[config.mk]
export PLATFORM = sky130hd
export DESIGN_NAME = imem_loader
export DESIGN_NICKNAME = d
export VERILOG_FILES = /design/src/rtl/imem_pkg.sv /design/src/rtl/imem_loader_byte_assembler.sv /design/src/rtl/imem_loader.sv
export SDC_FILE = /design/constraint.sdc
export NUM_CORES = 1
export LEC_CHECK = 0
export ABC_AREA = 1
export BUFFER_PORTS_ARGS = -buffer_cell sky130_fd_sc_hd__clkbuf_2
export CAP_MARGIN = 10
export CORE_ASPECT_RATIO = 0.6
export CORE_MARGIN = 2
export CORE_UTILIZATION = 45
export CTS_CLUSTER_SIZE = 25
export DETAILED_ROUTE_END_ITERATION = 10
export GPL_ROUTABILITY_DRIVEN = 1
export GPL_TIMING_DRIVEN = 0
export PLACE_DENSITY_LB_ADDON = 0.1
export SYNTH_ARGS = -nofsm -noshare
export SYNTH_HDL_FRONTEND = slang
export SYNTH_SLANG_ARGS = --single-unit
[constraint.sdc]
create_clock -name clk -period 1.6 [get_ports clk]
set_input_delay 0.24 -clock clk [delete_from_list [all_inputs] [get_ports clk]]
set_output_delay 0.24 -clock clk [all_outputs]
set_load 0.01 [all_outputs]
[src/rtl/imem_pkg.sv]
// Shared types and constants for the instruction-memory loader.
// IMEM_LOADER_CHECKSUM_EN adds the CHECK state used by the trailing checksum word.
package imem_pkg;

  localparam int BYTES_PER_WORD = 4;

  typedef enum logic [2:0] {
    S_IDLE,
    S_RECV,
    S_WRITE,
`ifdef IMEM_LOADER_CHECKSUM_EN
    S_CHECK,
`endif
    S_DONE
  } state_e;

endpackage

[src/rtl/imem_loader_byte_assembler.sv]
// Packs a little-endian byte stream into words. word_o/word_valid_o present the
// completed word combinationally in the cycle its last byte transfers.
module byte_assembler
  import imem_pkg::*;
(
  input  logic                          clk,
  input  logic                          rst_n,
  input  logic                          clr_i,
  input  logic                          byte_en_i,
  input  logic [7:0]                    byte_i,
  output logic [8*BYTES_PER_WORD-1:0]   word_o,
  output logic                          word_valid_o
);

  localparam int SH_W = 8 * (BYTES_PER_WORD - 1);

  logic [1:0]      cnt_q, cnt_d;
  logic [SH_W-1:0] sh_q, sh_d;

  always_comb begin
    cnt_d = cnt_q;
    sh_d  = sh_q;
    if (clr_i) begin
      cnt_d = '0;
      sh_d  = '0;
    end else if (byte_en_i) begin
      cnt_d = cnt_q + 2'd1;
      // Newest byte enters at the top, so the first byte ends up in [7:0]
      sh_d  = {byte_i, sh_q[SH_W-1:8]};
    end
  end

  always_ff @(posedge clk) begin
    if (!rst_n) begin
      cnt_q <= '0;
      sh_q  <= '0;
    end else begin
      cnt_q <= cnt_d;
      sh_q  <= sh_d;
    end
  end

  assign word_o       = {byte_i, sh_q};
  assign word_valid_o = byte_en_i && !clr_i && (cnt_q == 2'(BYTES_PER_WORD - 1));

endmodule

[src/rtl/imem_loader.sv]
// Streams bytes into instruction memory one assembled word at a time.
// Define IMEM_LOADER_CHECKSUM_EN to require a trailing XOR checksum word.
module imem_loader
  import imem_pkg::*;
#(
  parameter int addr_ins_width = 32,
  parameter int memory_width   = 32,
  parameter int memory_height  = 512
) (
  input  logic                                 clk,
  input  logic                                 rst_n,
  input  logic                                 start,
  input  logic [$clog2(memory_height):0]       num_words,
  input  logic                                 byte_valid,
  input  logic [7:0]                           byte_data,
  output logic                                 byte_ready,
  output logic                                 mem_we,
  output logic [addr_ins_width-1:0]            mem_addr,
  output logic [memory_width-1:0]              mem_wdata,
  output logic                                 busy,
  output logic                                 done,
  output logic                                 error
);

  localparam int NW_W = $clog2(memory_height) + 1;
  localparam logic [NW_W-1:0] MAX_WORDS = NW_W'(memory_height);

  state_e                      state_q;
  logic [NW_W-1:0]             num_q, idx_q;
  logic                        byte_ready_q, mem_we_q, busy_q, done_q, error_q;
  logic [addr_ins_width-1:0]   mem_addr_q;
  logic [memory_width-1:0]     mem_wdata_q;
`ifdef IMEM_LOADER_CHECKSUM_EN
  logic [8*BYTES_PER_WORD-1:0] csum_q;
`endif

  logic                        start_acc, xfer, word_valid;
  logic [8*BYTES_PER_WORD-1:0] word;

  assign start_acc = start && (state_q == S_IDLE);
  assign xfer      = byte_valid && byte_ready_q;

  byte_assembler u_asm (
    .clk          (clk),
    .rst_n        (rst_n),
    .clr_i        (start_acc),
    .byte_en_i    (xfer),
    .byte_i       (byte_data),
    .word_o       (word),
    .word_valid_o (word_valid)
  );

  always_ff @(posedge clk) begin
    if (!rst_n) begin
      state_q      <= S_IDLE;
      num_q        <= '0;
      idx_q        <= '0;
      byte_ready_q <= 1'b0;
      mem_we_q     <= 1'b0;
      mem_addr_q   <= '0;
      mem_wdata_q  <= '0;
      busy_q       <= 1'b0;
      done_q       <= 1'b0;
      error_q      <= 1'b0;
`ifdef IMEM_LOADER_CHECKSUM_EN
      csum_q       <= '0;
`endif
    end else begin
      mem_we_q <= 1'b0;
      done_q   <= 1'b0;
      case (state_q)
        S_IDLE: if (start) begin
          busy_q  <= 1'b1;
          error_q <= 1'b0;
          num_q   <= num_words;
          idx_q   <= '0;
`ifdef IMEM_LOADER_CHECKSUM_EN
          csum_q  <= '0;
`endif
          if (num_words == '0) begin
            state_q <= S_DONE;
          end else if (num_words > MAX_WORDS) begin
            error_q <= 1'b1;
            state_q <= S_DONE;
          end else begin
            state_q      <= S_RECV;
            byte_ready_q <= 1'b1;
          end
        end
        S_RECV: if (word_valid) begin
          byte_ready_q <= 1'b0;
          mem_we_q     <= 1'b1;
          mem_addr_q   <= addr_ins_width'(idx_q);
          mem_wdata_q  <= memory_width'(word);
`ifdef IMEM_LOADER_CHECKSUM_EN
          csum_q       <= csum_q ^ word;
`endif
          state_q      <= S_WRITE;
        end
        S_WRITE: begin
          // idx_q stays at the last written index, so the address can never pass num_words-1
          if (idx_q + NW_W'(1) == num_q) begin
`ifdef IMEM_LOADER_CHECKSUM_EN
            byte_ready_q <= 1'b1;
            state_q      <= S_CHECK;
`else
            state_q      <= S_DONE;
`endif
          end else begin
            idx_q        <= idx_q + NW_W'(1);
            byte_ready_q <= 1'b1;
            state_q      <= S_RECV;
          end
        end
`ifdef IMEM_LOADER_CHECKSUM_EN
        S_CHECK: if (word_valid) begin
          byte_ready_q <= 1'b0;
          if (word != csum_q) error_q <= 1'b1;
          state_q      <= S_DONE;
        end
`endif
        S_DONE: begin
          done_q  <= 1'b1;
          busy_q  <= 1'b0;
          state_q <= S_IDLE;
        end
        default: state_q <= S_IDLE;
      endcase
    end
  end

  assign byte_ready = byte_ready_q;
  assign mem_we     = mem_we_q;
  assign mem_addr   = mem_addr_q;
  assign mem_wdata  = mem_wdata_q;
  assign busy       = busy_q;
  assign done       = done_q;
  assign error      = error_q;

endmodule
* After elaboration in Yosys (flattened, before gate mapping)
Index checks and enable logic that the tools add are counted.
** Storage, ports and cells
- Latch bits :: 0
- Input bits :: 22
- Register bits after elaboration :: 96
- Word-level logic and storage cells :: 65
- ROM bits :: 0
- Memory bits (writable) :: 0
- Memories kept :: 0
** Operators by class
- Reduce and logical (&&, ||, !) cells :: 18
- Eq/ne operators :: 10
- Shift-type cells :: 0
- Divide/modulo/power cells :: 0
- Multiplexer cells :: 21
- Add/subtract/negate cells :: 2
- Bitwise gates (word level) :: 1
- Multipliers :: 0
- $lt $le $gt $ge :: 1
** Operators with widths (count)
- $mux 10 :: 2
- $pmux 10 s2 :: 1
- $add 10x1->10 const B :: 1
- $eq 10x10->1 :: 1
- $gt 10x10->1 const B :: 1
- $logic_not 10->1 :: 1
- $mux 1 :: 10
- $reduce_and 2->1 :: 5
- $pmux 3 s3 :: 1
- $ne 2x2->1 const B :: 4
- $eq 3x2->1 const B :: 2
- $mux 2 :: 3
- $mux 3 :: 2
- $reduce_and 6->1 :: 1
- $logic_and 1x1->1 :: 4
- $reduce_bool 2->1 :: 2
- $eq 3x1->1 const B :: 1
- $logic_not 3->1 :: 1
- $pmux 1 s3 :: 1
- $reduce_and 3->1 :: 1
- $reduce_bool 3->1 :: 1
- $add 2x1->2 const B :: 1
- $eq 2x2->1 const B :: 1
- $ne 2x1->1 const B :: 1
- 4 further kinds :: 4

* Longest topological paths before layout
Gate-level depths: netlist of the first run.
- Word-level depth :: 7
- Gate-level depth with buffers :: 15

* Hierarchy
A second synthesis of the first run with hierarchy kept.
** Second synthesis, totals
- Cell total of the unflattened synthesis :: 600
- Area total of the unflattened synthesis :: 4470.5 um^2
** Modules (own cells, without submodules)
- imem_loader :: area each 3303.2 um^2, instances 1, cells an instance 473
- byte_assembler :: area each 1167.4 um^2, instances 1, cells an instance 127

* Least setup slack after synthesis of the first run
No wires, ideal clock.
- Path type :: register -> register
- From :: register idx_q[1]
- To :: register idx_q[4]
- Slack :: -0.131 ns
- Buffers on the path :: 1
- Stages on the path, launching flop included :: 14
- Clock period less this slack :: 1.731 ns
- Arrival :: 1.616 ns
- Cell sequence :: dfxtp_1 ha_1 nand2_2 nor2_2 nand2_1 nand2_1 nand2_1 nand2_1 nand3_2 nor2_2 nand3_2 buf_6 a21oi_1 nor2_1
** Between the ends
- Longest elaborated chain between the ends :: 4
** RTL lines
- start, declared :: line imem_loader.sv:29 : logic [NW_W-1:0] num_q, idx_q;
- start signal, assigned :: line imem_loader.sv:110 : idx_q <= idx_q + NW_W'(1);
- $add 10x1->10 (*) :: line imem_loader.sv:102, imem_loader.sv:110
- $eq 10x10->1 :: line imem_loader.sv:102 : if (idx_q + NW_W'(1) == num_q) begin
- $ne 2x2->1 (no source line)
- $reduce_and 3->1 (no source line)
Mark *: on every way between the ends. The rest lies on a longest branch, timed or not. The select of a mux whose other input is x is not followed.
A chain may end at the register's enable or synchronous reset.

* Worst setup path in the final report of the first run
- From :: register idx_q[1]
- To :: register idx_q[5]
Same word-level chain as after synthesis.

==> results of run 1 <==
==> worst max-delay path by stage <==
| stage | to | startpoint | depth (start not counted) | slack, ps |
|---|---|---|---|---|
| 2_1_floorplan | idx_q[9] | idx_q[0] | 13 | -20 |
| 3_3_place_gp | num_q[7] | state_q[1] | 5 | -390 |
| 3_5_place_dp | num_q[6] | state_q[1] | 5 | -410 |
| 4_1_cts | idx_q[9] | idx_q[1] | 11 | -210 |
| 5_1_grt | idx_q[0] | idx_q[1] | 13 | -340 |
| 6_report | idx_q[5] | idx_q[1] | 13 | -230 |
==> power groups by stage <==
stage / logic [uW] / registers [uW] / clock network (uW)
6_report: 862 / 2570 / 2250
5_1_grt: 956 / 2580 / 2400
4_1_cts: 802 / 2560 / 2290
3_5_place_dp: 740 / 2610 / 0
3_3_place_gp: 725 / 2610 / 0
2_1_floorplan: 563 / 2590 / 0
==> per-stage QoR <==
stage | instance area (um^2) | hold WS [ps] | TNS [ps] | util [%]
finish | 5230 | 144 | -2490 | 60.5
global route | 5230 | 141 | -3810 | 60.5
CTS | 5140 | 134 | -2280 | 59.4
detailed placement | 4700 | 450 | -24540 | 54.3
global placement | 4700 | 447 | -22490 | 54.3
floorplan | 4220 | 389 | -78.0 | -
==> area by class of cell <==
class | instances | area [um^2] | area share (%)
clock buffers | 11 | 264 | 5.05
multi-input cells | 392 | 1960 | 37.5
well taps | 112 | 140 | 2.68
clock inverters | 4 | 51.3 | 0.980
plain buffers | 48 | 327 | 6.24
inverters | 44 | 173 | 3.30
repair buffers | 75 | 397 | 7.58
flip-flops and latches | 95 | 1920 | 36.7
==> routing by layer <==
metal / vias up / part of all wire (%)
met2: 121 / 38
li1: 1959 / -
met4: 0 / 0.48
met1: 1725 / 54
met5: - / 0
met3: 7 / 6.6
==> cells in the mapped netlist, drive strengths merged <==
cell type,count
a21oi,48
a31oi,1
buf,34
clkbuf,14
clkinv,1
conb,1
dfxtp,95
ha,2
inv,43
nand2,122
nand3,39
nand4,1
nor2,98
nor3,2
o21ai,45
o22ai,11
xor2,1
==> cells by family (layout without fill, tap and decap cells) <==
| family | Yosys count | in the layout | synth area share, % |
|---|---|---|---|
| other | 1 | 22 | 0.0918 |
| AO/OA/AOI/OAI | 105 | 105 | 13.2 |
| XOR/XNOR | 1 | 1 | 0.214 |
| AND/OR/NAND/NOR | 262 | 262 | 27.8 |
| flip-flops | 95 | 95 | 46.6 |
| buffers and inverters | 92 | 182 | 11.5 |
| adder cells (fa/ha/maj) | 2 | 2 | 0.612 |
==> flip-flops by register name (all words and copies together) (netlist names), 2 cells and up <==
register and count:
mem_wdata 32, u_asm.sh_q 24, idx_q 10, mem_addr 10
num_q 10, state_q 2, u_asm.cnt_q 2
==> worst min-delay path, stage by stage <==
cell and delay (ps):
clkbuf_2 80, nand2_1 50, a21oi_1 60
==> what timing repair did <==
action,CTS,global route
pin swaps,3,9
gates cloned,1,0
endpoints found under the setup margin,86,85
buffers inserted,4,2
resized for setup,27,28
==> metrics.md, run 1 <==
| Metric | Value |
|---|---|
| WHS Path Cells | `3` |
| Commonest non-fill, non-tap cells in the layout | `117 x nand2_1, 87 x nor2_1, 87 x dfxtp_1, 74 x clkbuf_2, 42 x o21ai_0` |
| Final setup skew | `between 6 and 7 ps` |
| Sw Share | `a little over a quarter` |
| Nets | `689` |
| Worst skew pair latency | `~340 ps` |
| Diodes inserted | `0` |
| Sequential share of power | `45.2%` |
| Total global routing overflow | `0` |
| Worst reg2reg path depth | `13` |
| Share of cells above drive strength 1 | `approximately 28%` |
| Final Slew Violations | `0` |
| Total clock sinks | `95` |
| Crit path kind | `reg2reg` |
| Crit Path Max Fanout | `5` |
| Hold Crit Start | `byte_data[6]` |
| Met1 Use GR | `about 36%` |
| Leakage power | `between 0.002 and 0.0025 uW` |
| H-tree levels | `3` |
| Peak VDD IR | `roughly 0.65 mV` |
| Logic pwr share | `between 10% and 20%` |
| CP most frequent cell | `nand2_1` |
| GR Layer Usage met2 | `between 20% and 30%` |
| CTS tree | `done` |
| Violated checks | `setup timing` |
| Worst path top cell family by delay | `simple AND/OR/NAND/NOR gates` |
| Cell variety after synth | `28` |
| Outcome | `finished with violations` |
| Die area | `between 0.009 and 0.01 mm^2` |
| Detailed-route via count | `3812` |
| Pint | `4140 uW` |
| Port buffer count | `approximately 70` |
| Total GRT Usage | `between 20% and 30%` |
| Reg2reg end | `idx_q[5]` |
| Post-layout minimum cycle time | `between 1500 and 2000 ps` |
| CP required | `1840 ps` |
| Largest net degree at the start of global routing | `16` |
| Commonest non-fill, non-tap cell in the layout | `nand2_1` |
| Die Height | `77.8 um` |
| Clk slew on worst S/H paths | `around 70 ps` |
| Syn avg cell area | `around 7.3 um^2` |
| CTS Buf Count | `9` |
| Slew HR | `between 60% and 70%` |
| Synth area leaders | `dfxtp_1 47%, nand2_1 11%, nor2_1 8.5%, a21oi_1 5.9%, o21ai_0 5.3%` |
| Final Setup Violations | `12` |
| Num ports | `around 90` |
| HPWL after detailed placement | `a little under 8 mm` |
| Worst Path Buf+Inv | `2` |
| Drt pass-1 iters | `4` |
| Hold Crit Class | `in2reg` |
| Placed cells | `about 760` |
| Worst Max-Slew Pin Slew | `roughly 540 ps` |
| CP Launch Type | `flop` |
| Initial Utilization | `between 40% and 50%` |
| RR Startpoint | `idx_q[1]` |
| WL final | `10.7 mm` |
| RePlAce Congestion | `0.906` |
| Clock root cell | `clkbuf_16` |
| Final hold viol count | `0` |
| Final period util | `114%` |
| Die width | `approximately 130 um` |
| Post-synth top area share | `46.6%` |
| Flops & latches, synth | `95` |
| Cell taking the most area after synthesis | `dfxtp_1` |
| Number of synthesis warnings | `0` |
| Layout fillers | `roughly 800` |
| Total power | `about 5700 uW` |
| Vias in the first global route | `roughly 3.5k` |
| Hold Path End | `u_asm.sh_q[22]` |
| Max Freq | `approximately 0.55 GHz` |
| Routed len/inst | `13.7 um` |
| GR peak layer | `met1` |
| Clock power share | `approximately two fifths` |
| CP max stage cell | `dfxtp_4` |
| Setup crit end kind | `flop` |
| Max cap viols | `0` |
| First-pass GRT wire length | `around 17 mm` |
| FP Rows | `26` |
| Vias per cell | `4.88` |
| CP max stage delay | `between 300 and 400 ps` |
| CTS Hold Bufs | `0` |
| Worst-path cell chain | `ha_4 > inv_1 > nand2_2 > nand2_1 > nand2_1 > nand2_1 > nor2_4 > nand3_2 > nor2_4 > nand3_4 > buf_6 > a21oi_2 > nor2_1` |
| R2R setup slack | `-230 ps` |
| Clock Path Buffers | `2` |
| RSZ-0062 raised after global routing | `true` |
| Post-layout worst setup margin | `-226 ps` |
| Synthesized area | `0.00409 mm^2` |
| Grt met3 use | `about 6.4%` |
| Remaining antenna violation count | `0` |
| Initial antenna violation count | `0` |
| Residual DRC count | `0` |
| Post-Synthesis Cells | `approximately 560` |
| CP Data Arrival Time | `between 2000 and 2500 ps` |
| Power Density | `around 1100 mW/mm^2` |
| Final non-filler cell total | `781` |
| Sw Pwr | `approximately 1600 uW` |
| Placeable Area | `a little under 0.009 mm^2` |
| Area Overhead vs Synth | `28.1%` |
| Pre-CTS setup slack | `-407 ps` |
| Register area share after synthesis | `approximately 47%` |
| 1st-iter DRT viols | `256` |
(Power assumes the default switching activity.)
==> run 2: changes to the inputs <==
- BUFFER_PORTS_ARGS: -buffer_cell sky130_fd_sc_hd__clkbuf_2 -> unset
- DONT_BUFFER_PORTS: unset -> 1
==> run 2 against run 1 <==
Effect of this change: the flow still finishes with violations (setup timing); global-route usage down 0.15 points; via count decreased by 4.9%; combinational power decreased by 4.4%; sequential share of layout area is 2.3 points higher; cell count shrank 8.5%; register-to-register slack got worse by 90 ps; critical endpoint is now idx_q[9]; highest routed layer unchanged.
==> metrics.md, run 2 (synthesis gave the netlist of run 1 again) <==
| Metric | Value |
|---|---|
| Outcome | `finished with violations` |
| Worst-path cell chain | `ha_4 > inv_2 > nor2_1 > nor2_1 > nand2_1 > nor2_2 > nand3_2 > nor2_4 > nand3_4 > buf_12 > a21oi_2 > nor2_1` |
| Placeable Area | `0.00865 mm^2 (unchanged)` |
| CP Data Arrival Time | `2160 ps (+100 ps)` |
| Num ports | `91 (unchanged)` |
| Commonest non-fill, non-tap cell in the layout | `nand2_1` |
| Nets | `622 (-9.7%)` |
| WL final | `10.8 mm (+1.3%)` |
| CTS Hold Bufs | `0 (unchanged)` |
| Clk slew on worst S/H paths | `70 ps (about the same)` |
| WHS Path Cells | `2 (-1)` |
| Hold Crit Class | `in2reg` |
| Total clock sinks | `95 (unchanged)` |
| Hold Path End | `u_asm.sh_q[18]` |
| H-tree levels | `3 (unchanged)` |
| Max cap viols | `0 (unchanged)` |
| RR Startpoint | `idx_q[0]` |
| Initial Utilization | `47.2% (unchanged)` |
| Seq. cell area | `0.00192 mm^2 (unchanged)` |
| Total GRT Usage | `22.4% (-0.15 points)` |
| Logic pwr share | `14.5% (-0.7 points)` |
| Sequential share of power | `45.4% (+0.2 points)` |
| Pre-CTS setup slack | `-506 ps (-98.8 ps)` |
| Violated checks | `setup timing` |
| Reg2reg end | `idx_q[9]` |
| Area Overhead vs Synth | `20.4%` |
| Share of cells above drive strength 1 | `20.1% (-7.7 points)` |
| FP Rows | `26 (unchanged)` |
| CP most frequent cell | `nor2_1` |
| Pint | `4110 uW (-0.52%)` |
| 1st-iter DRT viols | `204 (-20%)` |
| Peak VDD IR | `0.693 mV (+7.1%)` |
| Die area | `0.00988 mm^2 (unchanged)` |
| Remaining antenna violation count | `0 (unchanged)` |
| Vias per cell | `5.07 (+3.9%)` |
| Hold Crit Start | `byte_data[2]` |
| Placed cells | `691 (-9.0%)` |
| Final Slew Violations | `0 (unchanged)` |
| Drt pass-1 iters | `5 (+1)` |
| Port buffer count | `0 (-100%)` |
| Total global routing overflow | `0 (unchanged)` |
| Worst skew pair latency | `340 ps (about the same)` |
| Clock Path Buffers | `2 (unchanged)` |
| Crit Path Max Fanout | `10 (+5)` |
| Final period util | `120% (+5.7 points)` |
| Setup crit end kind | `flop` |
| Worst Path Buf+Inv | `2 (unchanged)` |
| Commonest non-fill, non-tap cells in the layout | `116 x nand2_1, 89 x dfxtp_1, 86 x nor2_1, 38 x inv_1, 37 x a21oi_1` |
| CP Launch Type | `flop` |
| CP required | `1840 ps (about the same)` |
| CP max stage cell | `dfxtp_4` |
| Routed len/inst | `15.1 um (+11%)` |
| Total power | `5660 uW (-0.45%)` |
| Worst Max-Slew Pin Slew | `588 ps (+44.0 ps)` |
| CTS Buf Count | `9 (unchanged)` |
| Worst path top cell family by delay | `simple AND/OR/NAND/NOR gates` |
| Power Density | `1150 mW/mm^2 (+5.9%)` |
| Sw Share | `27.3% (+0.053 points)` |
| Worst Hold Slack | `40.4 ps (-104 ps)` |
| Final core occ | `56.9% (-3.6 points)` |
| Max Freq | `0.522 GHz (-4.8%)` |
| Vias in the first global route | `3360 (-2.9%)` |
| Final hold viol count | `0 (unchanged)` |
| Clock power share | `40.0% (+0.4 points)` |
| Max FFs per register | `32 (unchanged)` |
| Post-layout worst setup margin | `-317 ps (-91.7 ps)` |
| Leakage power | `0.00203 uW (-12%)` |
| CTS tree | `done` |
| Residual DRC count | `0 (unchanged)` |
| Largest net degree at the start of global routing | `16 (unchanged)` |
| Die Height | `77.8 um (unchanged)` |
| Clock root cell | `clkbuf_16` |
| Post-layout minimum cycle time | `1920 ps (+91.7 ps)` |
| Sw Pwr | `1550 uW (-0.26%)` |
| Diodes inserted | `0 (unchanged)` |
| RePlAce Congestion | `0.897 (-1.1%)` |
| HPWL after detailed placement | `7.87 mm (about the same)` |
| Initial antenna violation count | `0 (unchanged)` |
| CP max stage delay | `360 ps (-30 ps)` |
| Multi-input gate area | `0.00196 mm^2 (-0.25%)` |
| Final setup skew | `6.08 ps (-0.480 ps)` |
| Final Setup Violations | `12 (unchanged)` |
| Worst reg2reg path depth | `12 (-1)` |
| RSZ-0062 raised after global routing | `true` |
| First-pass GRT wire length | `17.0 mm (-1.6%)` |
| R2R setup slack | `-320 ps (-90 ps)` |
| Detailed-route via count | `3626 (-4.9%)` |
| Layout fillers | `828 (+3.8%)` |
| Final non-filler cell total | `715 (-8.5%)` |
| Slew HR | `60.8% (-2.9 points)` |
| Die width | `127 um (unchanged)` |
| Crit path kind | `reg2reg` |
run 2: changes by cell type in the layout (fill, tap and decap cells not counted), sizes merged:
cell    delta
buf        +5
clkbuf    -71
run 2: worst register-to-register path, cell delays in order, from the launching register on:
cell     delay (ps)
dfxtp_4         360
ha_4            240
inv_2            60
nor2_1           40
nor2_1           80
nand2_1          60
nor2_2          190
nand3_2         110
nor2_4          130
nand3_4         140
buf_12          190
a21oi_2         150
nor2_1           50
run 2: final cells by class:
type / count / area share (%)
Sequential cell: 95 / 39.0
Timing Repair Buffer: 10 / 2.01
Buffer: 46 / 6.43
Clock inverter: 4 / 1.04
Multi-Input combinational cell: 392 / 39.8
Inverter: 44 / 3.46
Tap cell: 112 / 2.85
Clock buffer: 12 / 5.42
run 2: repair_timing:
item,4_1_cts,5_1_grt
buffers inserted,7,2
gates cloned,1,0
pin swaps,5,6
endpoints found under the setup margin,92,75
resized for setup,30,32
run 2: how the worst max path moves through the flow:
| stage | start | to | slack, ps | cells past startpoint |
|---|---|---|---|---|
| after detailed placement | byte_ready | mem_addr[2] | -510 | 7 |
| after global routing | idx_q[0] | idx_q[9] | -400 | 14 |
| after CTS | idx_q[1] | idx_q[9] | -250 | 13 |
| after floorplan | idx_q[0] | idx_q[9] | -20 | 13 |
| final | idx_q[0] | idx_q[9] | -320 | 12 |
| after global placement | byte_ready | mem_addr[2] | -430 | 7 |
run 2: stage by stage:
stage	cell area, um^2	TNS (ps)
4_1_cts	4860	-2670
5_1_grt	4920	-4230
6_report	4920	-3090
2_1_floorplan	4220	-78.0
3_3_place_gp	4360	-27970
3_5_place_dp	4360	-30700
run 2: power by group through the flow:
stage,Combinational (uW),Sequential (uW),Clock (uW)
floorplan,563,2590,0
global placement,687,2610,0
detailed placement,695,2610,0
CTS,773,2560,2280
global route,911,2580,2380
finish,824,2570,2270
run 2: metal layers:
layer	up-vias	wire length (um)	GRT usage, %	share of wire [%]
met5	-	0	0	0
met4	0	61	5.82	0.56
met3	10	934	7.17	8.6
met2	136	4110	29.7	38
met1	1640	5700	34.2	53
li1	1840	-	-	-
==> run 3: changes to the inputs <==
- CTS_BUF_LIST: unset -> sky130_fd_sc_hd__clkbuf_16
==> run 3 against run 2 <==
Effect of this change: the flow still finishes with violations (setup timing); clock power shrank 8%; global-route usage decreased by 0.059 points; register-to-register slack about the same; first-iteration DRC count fell by 6.9%; highest routed layer unchanged.
==> metrics.md, run 3 (synthesis gave the netlist of run 1 again) <==
| Metric | Value |
|---|---|
| Total clock sinks | `95 (unchanged)` |
| CTS Hold Bufs | `0 (unchanged)` |
| Residual DRC count | `0 (unchanged)` |
| Initial antenna violation count | `0 (unchanged)` |
| CP most frequent cell | `nand2_1` |
| Initial Utilization | `47.2% (unchanged)` |
| Share of cells above drive strength 1 | `19.5% (-0.56 points)` |
| Slew HR | `62.1% (+1.3 points)` |
| Area Overhead vs Synth | `19.7%` |
| First-pass GRT wire length | `17.0 mm (-0.36%)` |
| Commonest non-fill, non-tap cell in the layout | `nand2_1` |
| Clock Path Buffers | `2 (unchanged)` |
| RePlAce Congestion | `0.897 (unchanged)` |
| Peak VDD IR | `0.684 mV (-1.3%)` |
| CP required | `1840 ps (about the same)` |
| Die Height | `77.8 um (unchanged)` |
| Final hold viol count | `0 (unchanged)` |
| HPWL after detailed placement | `7.87 mm (unchanged)` |
| Final Setup Violations | `12 (unchanged)` |
| WL final | `10.7 mm (-0.85%)` |
| Worst skew pair latency | `340 ps (about the same)` |
| Routed wl met3 | `930 um (-0.43%)` |
| Diodes inserted | `0 (unchanged)` |
| Max Freq | `0.525 GHz (+0.58%)` |
| M1 WL | `5.60 mm (-1.7%)` |
| Die area | `0.00988 mm^2 (unchanged)` |
| Detailed-route via count | `3600 (-0.72%)` |
| Post-layout minimum cycle time | `1910 ps (-11.1 ps)` |
| Routed len/inst | `14.9 um (-1.1%)` |
| Worst Max-Slew Pin Slew | `568 ps (-19.6 ps)` |
| H-tree levels | `3 (unchanged)` |
| Final Slew Violations | `0 (unchanged)` |
| Num ports | `91 (unchanged)` |
| Final setup skew | `5.47 ps (-0.610 ps)` |
| Post-layout worst setup margin | `-306 ps (+11.1 ps)` |
| Commonest non-fill, non-tap cells in the layout | `117 x nand2_1, 88 x dfxtp_1, 87 x nor2_1, 39 x inv_1, 39 x a21oi_1` |
| Vias per cell | `5.02 (-0.99%)` |
| Clk slew on worst S/H paths | `70 ps (about the same)` |
| Max cap viols | `0 (unchanged)` |
| Largest net degree at the start of global routing | `16 (unchanged)` |
| Power Density | `1120 mW/mm^2 (-2.8%)` |
| CP Data Arrival Time | `2140 ps (-20 ps)` |
| Worst-path cell chain | `ha_4 > inv_1 > nand2_2 > nand2_1 > nand2_1 > nand2_1 > nor2_2 > nand3_2 > nor2_4 > nand3_4 > buf_12 > a21oi_2 > nor2_1` |
| Total global routing overflow | `0 (unchanged)` |
| Layout fillers | `834 (+0.72%)` |
| Final core occ | `56.5% (-0.36 points)` |
| Total GRT Usage | `22.3% (-0.059 points)` |
| Remaining antenna violation count | `0 (unchanged)` |
| CP Launch Type | `flop` |
| Top layer in use | `met4` |
| Worst path top cell family by delay | `simple AND/OR/NAND/NOR gates` |
| Crit path kind | `reg2reg` |
| CTS tree | `done` |
| CP max stage delay | `380 ps (+20 ps)` |
| Die width | `127 um (unchanged)` |
| RSZ-0062 raised after global routing | `true` |
| Outcome | `finished with violations` |
| Setup_tns | `-3130 ps (-46.9 ps)` |
| Nets | `624 (+0.32%)` |
| Violated checks | `setup timing` |
| Drt pass-1 iters | `5 (unchanged)` |
| Met2 wire length | `4.10 mm (-0.24%)` |
| CTS Buf Count | `9 (unchanged)` |
| Hold Crit Class | `in2reg` |
| CP max stage cell | `dfxtp_4` |
| Leakage power | `0.00202 uW (-0.42%)` |
| Port buffer count | `0 (unchanged)` |
| Setup crit end kind | `flop` |
| 1st-iter DRT viols | `190 (-6.9%)` |
| Max FFs per register | `32 (unchanged)` |
| Final period util | `119% (-0.69 points)` |
| Placeable Area | `0.00865 mm^2 (unchanged)` |
| Worst Path Buf+Inv | `2 (unchanged)` |
| Vias in the first global route | `3360 (unchanged)` |
| FP Rows | `26 (unchanged)` |
| Clock root cell | `clkbuf_16` |
| Crit Path Max Fanout | `10 (unchanged)` |
[run 3: cell count changes in the layout (fill, tap and decap cells not counted), moves of 2 or more]
cell / before / now
a21oi_1: 37 / 39
a21oi_2: 11 / 9
clkbuf_2: 3 / 5
clkbuf_8: 4 / 1
clkinv_1: 1 / 4
o21ai_0: 31 / 36
o21ai_1: 11 / 5
[run 3: per-stage QoR]
stage | hold slack, ps | power, uW | worst slack (ps) | area [um^2] | cells
2_1_floorplan | 389 | 3150 | -16.9 | 4220 | 579
5_1_grt | 35.4 | 5710 | -397 | 4890 | 717
3_5_place_dp | 396 | 3310 | -506 | 4360 | 691
6_report | 43.6 | 5470 | -306 | 4890 | 717
4_1_cts | 32.9 | 5450 | -245 | 4810 | 714
3_3_place_gp | 395 | 3300 | -430 | 4360 | 691
[run 3: final timing paths]
kind,cells past startpoint,slack [ps],startpoint,to
max,13,-310,idx_q[1],idx_q[9]
min,2,40,byte_data[2],u_asm.sh_q[18]
min reg2reg,2,460,u_asm.sh_q[0],u_asm.sh_q[0]
max reg2reg,13,-310,idx_q[1],idx_q[9]
[run 3: layout make-up]
cell class / count / area, um^2 / share of cell area (%)
inverters: 44 / 170 / 3.48
flip-flops and latches: 95 / 1920 / 39.3
clock inverters: 7 / 62.6 / 1.28
plain buffers: 48 / 327 / 6.68
multi-input cells: 392 / 1940 / 39.8
clock buffers: 9 / 225 / 4.61
well taps: 112 / 140 / 2.87
repair buffers: 10 / 98.8 / 2.02
[run 3: repair_timing]
item                                    CTS  global route
gates cloned                              1             0
pin swaps                                 5             3
setup buffers                             6             3
gates resized for setup                  26            31
endpoints found under the setup margin   92            78
[run 3: metal layers]
| metal | vias up | track usage (%) |
|---|---|---|
| li1 | 1835 | - |
| met1 | 1624 | 34.0 |
| met2 | 131 | 29.7 |
| met3 | 10 | 7.17 |
| met4 | 0 | 5.82 |
| met5 | - | 0 |
[run 3: where the power goes]
part / switching (uW) / internal, uW / total [uW]
Clock: 892 / 1200 / 2090
Sequential: 113 / 2460 / 2570
Combinational: 499 / 307 / 806
